**config.mk**
```make
export PLATFORM = sky130hd
export DESIGN_NAME = cla_pipe_addsub
export DESIGN_NICKNAME = d
export VERILOG_FILES = /design/src/rtl/cla_pkg.sv /design/src/rtl/cla_group.sv /design/src/rtl/cla_pipe_addsub.sv
export SDC_FILE = /design/constraint.sdc
export NUM_CORES = 1
export LEC_CHECK = 0
export BUFFER_PORTS_ARGS = -buffer_cell sky130_fd_sc_hd__buf_4
export CORE_UTILIZATION = 25
export CTS_BUF_LIST = sky130_fd_sc_hd__clkbuf_16
export CTS_CLUSTER_SIZE = 30
export DETAILED_ROUTE_END_ITERATION = 16
export MAX_ROUTING_LAYER = met4
export SLEW_MARGIN = 20
export SYNTH_ARGS = -nofsm -noshare
export SYNTH_HDL_FRONTEND = slang
export SYNTH_HIERARCHICAL = 1
export SYNTH_SLANG_ARGS = --single-unit
```
**constraint.sdc**
```tcl
create_clock -name clk -period 3 [get_ports clk]
set_clock_uncertainty 0.15 [all_clocks]
set_input_delay 0.3 -clock clk [delete_from_list [all_inputs] [get_ports clk]]
set_output_delay 0.3 -clock clk [all_outputs]
set_load 0.01 [all_outputs]
```
**src/rtl/cla_pkg.sv**
```systemverilog
// rtl/cla_pkg.sv - shared constants, helper and stage control word for the pipelined CLA
package cla_pkg;

  localparam int MAX_GROUP = 8;

  function automatic int clog2(input int v);
    int r;
    r = 0;
    for (int i = 0; i < 31; i++) begin
      if ((1 << i) < v) r = i + 1;
    end
    return r;
  endfunction

  typedef struct packed {
    logic valid;
    logic carry;
  } stage_ctl_t;

endpackage

```
**src/rtl/cla_group.sv**
```systemverilog
// rtl/cla_group.sv - combinational GROUP-bit carry-lookahead slice
module cla_group
  import cla_pkg::*;
#(
  parameter int GROUP = 4
) (
  input  logic [GROUP-1:0] a,
  input  logic [GROUP-1:0] b,
  input  logic             cin,
  output logic [GROUP-1:0] s,
  output logic             cout,
  output logic             cmsb
);

  logic [GROUP-1:0] g;
  logic [GROUP-1:0] p;
  logic [GROUP:0]   c;

  assign g = a & b;
  assign p = a ^ b;

  always_comb begin
    c    = '0;
    c[0] = cin;
    for (int i = 0; i < GROUP; i++) begin
      c[i+1] = g[i] | (p[i] & c[i]);
    end
  end

  assign s    = p ^ c[GROUP-1:0];
  assign cout = c[GROUP];
  assign cmsb = c[GROUP-1];

endmodule

```
**src/rtl/cla_pipe_addsub.sv**
```systemverilog
// rtl/cla_pipe_addsub.sv - pipelined CLA add/sub, one lookahead group per stage
// Optional ovf/zero flags are built when CLA_PIPE_FLAGS_EN is defined.
module cla_pipe_addsub
  import cla_pkg::*;
#(
  parameter int WIDTH = 16,
  parameter int GROUP = 4
) (
  input  logic             clk,
  input  logic             rst_n,
  input  logic             in_valid,
  output logic             in_ready,
  input  logic [WIDTH-1:0] a,
  input  logic [WIDTH-1:0] b,
  input  logic             sub,
  output logic             out_valid,
  input  logic             out_ready,
  output logic [WIDTH-1:0] sum,
  output logic             cout
`ifdef CLA_PIPE_FLAGS_EN
  ,
  output logic             ovf,
  output logic             zero
`endif
);

  localparam int STAGES = WIDTH / GROUP;
  localparam int OPW    = (STAGES > 1) ? WIDTH - GROUP : 1;

  if (GROUP < 1 || GROUP > MAX_GROUP || (WIDTH % GROUP) != 0) begin : g_bad_cfg
    $fatal(1, "cla_pipe_addsub: WIDTH must be a multiple of GROUP, GROUP in 1..%0d", MAX_GROUP);
  end

  stage_ctl_t       ctl_q [STAGES];
  logic [WIDTH-1:0] sum_q [STAGES];
  // Operand groups not yet consumed, shifted down so the next group sits at the bottom
  logic [OPW-1:0]   opa_q [STAGES];
  logic [OPW-1:0]   opb_q [STAGES];
`ifdef CLA_PIPE_FLAGS_EN
  logic             zero_q [STAGES];
  logic             ovf_q;
`endif

  logic             advance;
  logic [WIDTH-1:0] bx;

  assign advance  = !ctl_q[STAGES-1].valid || out_ready;
  assign in_ready = advance;
  assign bx       = b ^ {WIDTH{sub}};

  for (genvar k = 0; k < STAGES; k++) begin : g_stage
    logic [GROUP-1:0] ga, gb, gs;
    logic             gcin, gvld, gco, gcm;
    logic [WIDTH-1:0] sum_in, sum_nxt;
    logic [OPW-1:0]   opa_in, opb_in;

    if (k == 0) begin : g_first
      assign ga     = a[GROUP-1:0];
      assign gb     = bx[GROUP-1:0];
      assign gcin   = sub;
      assign gvld   = in_valid;
      assign sum_in = '0;
      if (STAGES > 1) begin : g_skew
        assign opa_in = a[WIDTH-1:GROUP];
        assign opb_in = bx[WIDTH-1:GROUP];
      end else begin : g_noskew
        assign opa_in = '0;
        assign opb_in = '0;
      end
    end else begin : g_next
      assign ga     = opa_q[k-1][GROUP-1:0];
      assign gb     = opb_q[k-1][GROUP-1:0];
      assign gcin   = ctl_q[k-1].carry;
      assign gvld   = ctl_q[k-1].valid;
      assign sum_in = sum_q[k-1];
      assign opa_in = opa_q[k-1] >> GROUP;
      assign opb_in = opb_q[k-1] >> GROUP;
    end

    cla_group #(.GROUP(GROUP)) u_group (
      .a    (ga),
      .b    (gb),
      .cin  (gcin),
      .s    (gs),
      .cout (gco),
      .cmsb (gcm)
    );

    // Bits above this group are still zero in sum_in, so OR places the new group
    assign sum_nxt = sum_in | (WIDTH'(gs) << (k * GROUP));

    always_ff @(posedge clk or negedge rst_n) begin
      if (!rst_n) begin
        ctl_q[k] <= '0;
        sum_q[k] <= '0;
        opa_q[k] <= '0;
        opb_q[k] <= '0;
      end else if (advance) begin
        ctl_q[k].valid <= gvld;
        ctl_q[k].carry <= gco;
        sum_q[k]       <= sum_nxt;
        opa_q[k]       <= opa_in;
        opb_q[k]       <= opb_in;
      end
    end

`ifdef CLA_PIPE_FLAGS_EN
    logic zero_in;
    if (k == 0) begin : g_zero_first
      assign zero_in = 1'b1;
    end else begin : g_zero_next
      assign zero_in = zero_q[k-1];
    end

    always_ff @(posedge clk or negedge rst_n) begin
      if (!rst_n) zero_q[k] <= 1'b0;
      else if (advance) zero_q[k] <= zero_in & ~|gs;
    end

    if (k == STAGES - 1) begin : g_ovf
      always_ff @(posedge clk or negedge rst_n) begin
        if (!rst_n) ovf_q <= 1'b0;
        else if (advance) ovf_q <= gcm ^ gco;
      end
    end
`endif
  end

  assign out_valid = ctl_q[STAGES-1].valid;
  assign sum       = sum_q[STAGES-1];
  assign cout      = ctl_q[STAGES-1].carry;
`ifdef CLA_PIPE_FLAGS_EN
  assign ovf       = ovf_q;
  assign zero      = zero_q[STAGES-1];
`endif

endmodule

```
==> run summary, run 1 <==
status - finished, final reports clean
Initial Util - 25.79%
Max-cap violations - 0
IO Count - 56
Final setup viols - 0
CTS Root Cell - clkbuf_16
PD cells - 989.2 nW/µm²
H-tree depth - 3
Tcrit/Tclk final - 84.39%
Critical Path Start Type - flip-flop
chain of cells forming the critical path - inv_1, fa_1, inv_1, fa_1, inv_1, fa_1, inv_1, fa_1, mux2_2
layout net count - 391
Final Hold Fails - 0
Unique masters post-synth - 11
RSZ-0062 raised after global routing - no
clock slew at reported path FFs - 0.08 ns
Slew HR - 38.74%
Antenna Cells - 0
Setup crit end - sum[15]$_DFFE_PN0P_
Residual DRC - 0
final HPWL from detailed placement - 5.050 mm
VDD IR max - 0.2514 mV
drt pass-1 iters - 3
actual transition at the worst max-transition pin - 0.9189 ns
most common cell after layout, fill and taps aside - dfrtp_1
synth warn - 6
Detailed Route Iter0 Violations - 77
routed len/inst - 12.71 µm
Via density - 3.883
antenna violations before repair - 0
vias in the first global route - 2,390
Pins Over Slew Limit - 0
Critical Path Max Stage Delay - 0.42 ns
Max Clk Rate - 395.0 MHz
GP Congestion - 0.7148
Worst Path Max Fanout - 2
Seq/Total Area, Yosys - 55.78%
critical path required time - 3.09 ns
HP Class - in2reg
post-layout min period - 2.532 ns
CTS sink cnt - 96
Worst setup startpoint - g_stage[3].ga[0]$_DFFE_PN0P_
Mean Syn Cell Area - 15.49 µm²
commonest cells after routing, fill and taps aside - dfrtp_1, mux2_2, buf_4
CTS tree - yes
Die Area - 17,760 µm²
placed inst area - 4954 µm²
R2R Path Start - g_stage[3].ga[0]$_DFFE_PN0P_
clock buffer depth - 2
# Post-CTS Setup Buffers - 0
Chip Height - 133.3 µm
Total Routing Usage GR - 9.209%
Pwr Total - 5220 µW
synthesized flop and latch total - 96
grt ovf - 0
total core area - 16,700 µm²
slowest library cell on the worst path - fa_1
Crit path arrival time - 2.62 ns
Die Wd - 133.3 µm
layout cells sized above 1 - 50.44%
Synth Cell Area - 4307 µm²
end of the worst register-to-register path - sum[15]$_DFFE_PN0P_
Cells after Synth - 278
final setup TNS - 0 ns
P&R area growth vs syn - 22.55%
crit path capture type - flip-flop
first-pass GRT wire length - 12.29 mm
IO Port Bufs - 55
standard-cell rows - 47
synthesized net count - 331
DRT Wirelength - 7.157 mm
Final ANT Viol Nets - 0
total CTS buffers - 9
Worst R2R Setup Slack - 0.47 ns
via count - 2,186
Final Instance Area - 5278 µm²
LEAKAGE - 0.002499 µW
reg2reg path depth - 9
CP Class - reg2reg
clock latency on the worst-skew pair - 0.34 ns
maximum number of pins on one net before global-route repair - 74
[how the worst min path moves through the flow]
stage	cells after the start	slack, ns	startpoint	to
floorplan	0	-0.15	rst_n	cout$_DFFE_PN0P_
global placement	1	0.29	g_stage[3].gvld$_DFFE_PN0P_	out_valid$_DFFE_PN0P_
detailed placement	1	0.30	g_stage[3].gvld$_DFFE_PN0P_	out_valid$_DFFE_PN0P_
CTS	2	0.02	a[15]	g_stage[1].opa_in[7]$_DFFE_PN0P_
global route	2	0.02	in_valid	g_stage[1].gvld$_DFFE_PN0P_
finish	2	0.03	a[15]	g_stage[1].opa_in[7]$_DFFE_PN0P_
[per-layer routing]
metal / global-route usage, % / part of all wire, % / routed length (µm)
met1: 12.02 / 48 / 3438
met5: - / 0 / 0
met3: 2.283 / 3.3 / 236
met4: 3.977 / 2.0 / 141
met2: 13.54 / 47 / 3341
[area by class of cell]
type                            instances  area (µm²)
Clock buffer                            9       225.2
Clock inverter                          7       88.84
Fill cell                            1687       11420
Inverter                               40       150.1
Multi-Input combinational cell        129        1655
Sequential cell                        96        2402
Tap cell                              220       275.3
Timing Repair Buffer                   62       480.5
[cells in the mapped netlist]
cell type  number  area (µm²)
fa_1           16       320.3
buf_6           5       56.30
mux2_4         28       420.4
mux2_2         67       754.5
dfrtp_1        96        2402
xor2_1         16       140.1
buf_4           1       7.510
nand2b_4        1       13.76
nand2b_1        1       6.260
buf_2           7       35.03
inv_1          40       150.1
[critical path, delay by kind of cell, from the launching register on]
kind	cells	cell delay, ns
adders and majority gates	4	1.39
buffers and inverters	4	0.28
muxes	1	0.27
DFF	1	0.34
[report_power, final]
group	switching [µW]	leakage [µW]	total [µW]	internal (µW)
sequential	318	0.00112	2200	1880
clock	521	0.000155	1190	665
combinational	718	0.00123	1830	1110
[per-stage QoR]
step | hold slack (ns) | setup WS (ns) | util [%] | instances
after floorplan | -0.1456 | 0.1502 | - | 278
after global placement | 0.2902 | 0.3317 | 29.66 | 546
after detailed placement | 0.2987 | 0.2838 | 29.66 | 546
after CTS | 0.02044 | 0.4215 | 31.60 | 563
after global routing | 0.02438 | 0.3513 | 31.60 | 563
final | 0.03163 | 0.4682 | 31.60 | 563
[registers in the layout, summed over array words and instances (netlist names)]
name and count:
cout 1, g_stage.sum_in 24, g_stage.opb_in 12, g_stage.gb 12, g_stage.gvld 3, g_stage.gcin 3
out_valid 1, g_stage.opa_in 12, g_stage.ga 12, sum 16
[cell families (layout without fill, tap and decap cells)]
group / count (synthesis) / after routing / share of synthesized area, %
DFF: 96 / 96 / 55.78
muxes: 95 / 95 / 27.28
buffers and inverters: 53 / 118 / 5.781
adders and majority gates: 16 / 16 / 7.438
xor gates and xnor gates: 16 / 16 / 3.254
and+or+nand+nor: 2 / 2 / 0.4649
[repair_timing]
action,CTS,global route
endpoints found under the hold margin,31,0
gates resized for setup,0,0
hold buffers,1,0
(Power assumes the default switching activity.)
==> inputs of run 2 (changes only) <==
clock period = 2.4 ns   (was 3 ns; I/O delays follow)
==> run summary, run 2 (synthesis results as in run 1) <==
status - finished, final reports clean
Worst setup startpoint - g_stage[3].gcin$_DFFE_PN0P_
final HPWL from detailed placement - 5.393 mm
layout net count - 411
standard-cell rows - 47
CP Class - reg2reg
Slew HR - 54.78%
PD cells - 1220 nW/µm²
Detailed Route Iter0 Violations - 48
final setup TNS - 0 ns
CTS Root Cell - clkbuf_16
routed len/inst - 12.89 µm
CTS tree - yes
drt pass-1 iters - 4
Die Area - 17,760 µm²
critical path required time - 2.48 ns
Pins Over Slew Limit - 0
Global Route met3 Usage - 3.044%
IO Count - 56
Via density - 3.765
GR Util met2 - 14.09%
Residual DRC - 0
placed inst area - 5000 µm²
Die Wd - 133.3 µm
R2R Path Start - g_stage[3].gcin$_DFFE_PN0P_
Initial Util - 25.79%
Final Hold Fails - 0
crit path capture type - flip-flop
commonest cells after routing, fill and taps aside - dfrtp_1, buf_4, mux2_2
Worst R2R Setup Slack - 0.0005 ns
post-layout min period - 2.400 ns
Tcrit/Tclk final - 99.98%
Final Instance Area - 5485 µm²
first-pass GRT wire length - 12.74 mm
via count - 2,195
most common cell after layout, fill and taps aside - dfrtp_1
Most Used Layer, Global Route - met2
GR met1 Demand/Resource - 12.77%
Max Clk Rate - 416.7 MHz
max reg flops - 24
Critical Path Start Type - flip-flop
fin worst setup slack - 0.0004552 ns
end of the worst register-to-register path - sum[15]$_DFFE_PN0P_
GP Congestion - 0.6966
total core area - 16,700 µm²
Antenna Cells - 0
VDD IR max - 0.4143 mV
post-place setup slack - -0.1443 ns
Final ANT Viol Nets - 0
Final setup viols - 0
DRT Wirelength - 7.513 mm
actual transition at the worst max-transition pin - 0.6783 ns
layout cells sized above 1 - 55.65%
Total Routing Usage GR - 9.754%
grt ovf - 0
LEAKAGE - 0.002573 µW
reg2reg path depth - 9
Max-cap violations - 0
maximum number of pins on one net before global-route repair - 54
Crit path arrival time - 2.48 ns
IO Port Bufs - 55
antenna violations before repair - 0
Worst Path Max Fanout - 2
final non-filler cell total - 583
Setup crit end - sum[15]$_DFFE_PN0P_
CTS sink cnt - 96
H-tree depth - 3
total CTS buffers - 9
Chip Height - 133.3 µm
clock slew at reported path FFs - 0.06 ns
vias in the first global route - 2,472
WHS - 0.1368 ns
HP Class - in2reg
P&R area growth vs syn - 27.37%
RSZ-0062 raised after global routing - yes
clock latency on the worst-skew pair - 0.34 ns
clock buffer depth - 2
placed cell count - 549
==> run 2: report_power, final <==
group / total (µW) / switching, µW / internal [µW]
Clock: 1370 / 582 / 789
Combinational: 2540 / 969 / 1570
Sequential: 2780 / 423 / 2360
Total: 6690 / 1970 / 4720
==> run 2: worst min-delay path by stage <==
stage               startpoint                               end  slack, ns  cells after the start
detailed placement       rst_n  g_stage[1].opa_in[0]$_DFFE_PN0P_       0.18                      1
finish                    b[7]      g_stage[1].gb[3]$_DFFE_PN0P_       0.14                      3
floorplan                rst_n                  cout$_DFFE_PN0P_      -0.21                      0
CTS                      b[15]  g_stage[1].opb_in[7]$_DFFE_PN0P_       0.13                      3
global placement         rst_n  g_stage[1].opb_in[6]$_DFFE_PN0P_       0.17                      1
global route             b[12]  g_stage[1].opb_in[4]$_DFFE_PN0P_       0.13                      3
==> run 2: critical path: stages (launching register included) <==
cell and delay [ns]:
dfrtp_1 0.35, inv_2 0.05, fa_2 0.37, inv_2 0.06, fa_2 0.19, inv_2 0.04
fa_2 0.36, inv_2 0.08, fa_1 0.38, mux2_4 0.26
==> run 2: final cells by class <==
class / instances / area [µm²]
Timing Repair Buffer: 82 / 675.6
Multi-Input combinational cell: 129 / 1700
Sequential cell: 96 / 2402
Inverter: 40 / 150.1
Clock buffer: 9 / 225.2
Tap cell: 220 / 275.3
Clock inverter: 7 / 56.30
Fill cell: 1686 / 11220
==> run 2: per-layer routing <==
| layer | up-vias | part of all wire, % |
|---|---|---|
| met1 | 1087 | 51 |
| met4 | 0 | 1.7 |
| met2 | 43 | 44 |
| met5 | - | 0 |
| met3 | 8 | 3.4 |
| li1 | 1057 | - |
==> run 2: per-stage QoR <==
step	total power [µW]	utilization, %
after global placement	5109	29.94
after detailed placement	5204	29.94
after global routing	7240	32.84
after floorplan	4419	-
final	6692	32.84
after CTS	6801	32.75
==> run 2: timing repair <==
item / CTS / global route
gates resized for setup: 24 / 1
hold buffers: 14 / 0
endpoints found under the hold margin: 63 / 0
cloned: 0 / 0
endpoints found under the setup margin: 3 / 4
setup buffers: 2 / 2
pin swaps: 10 / 6
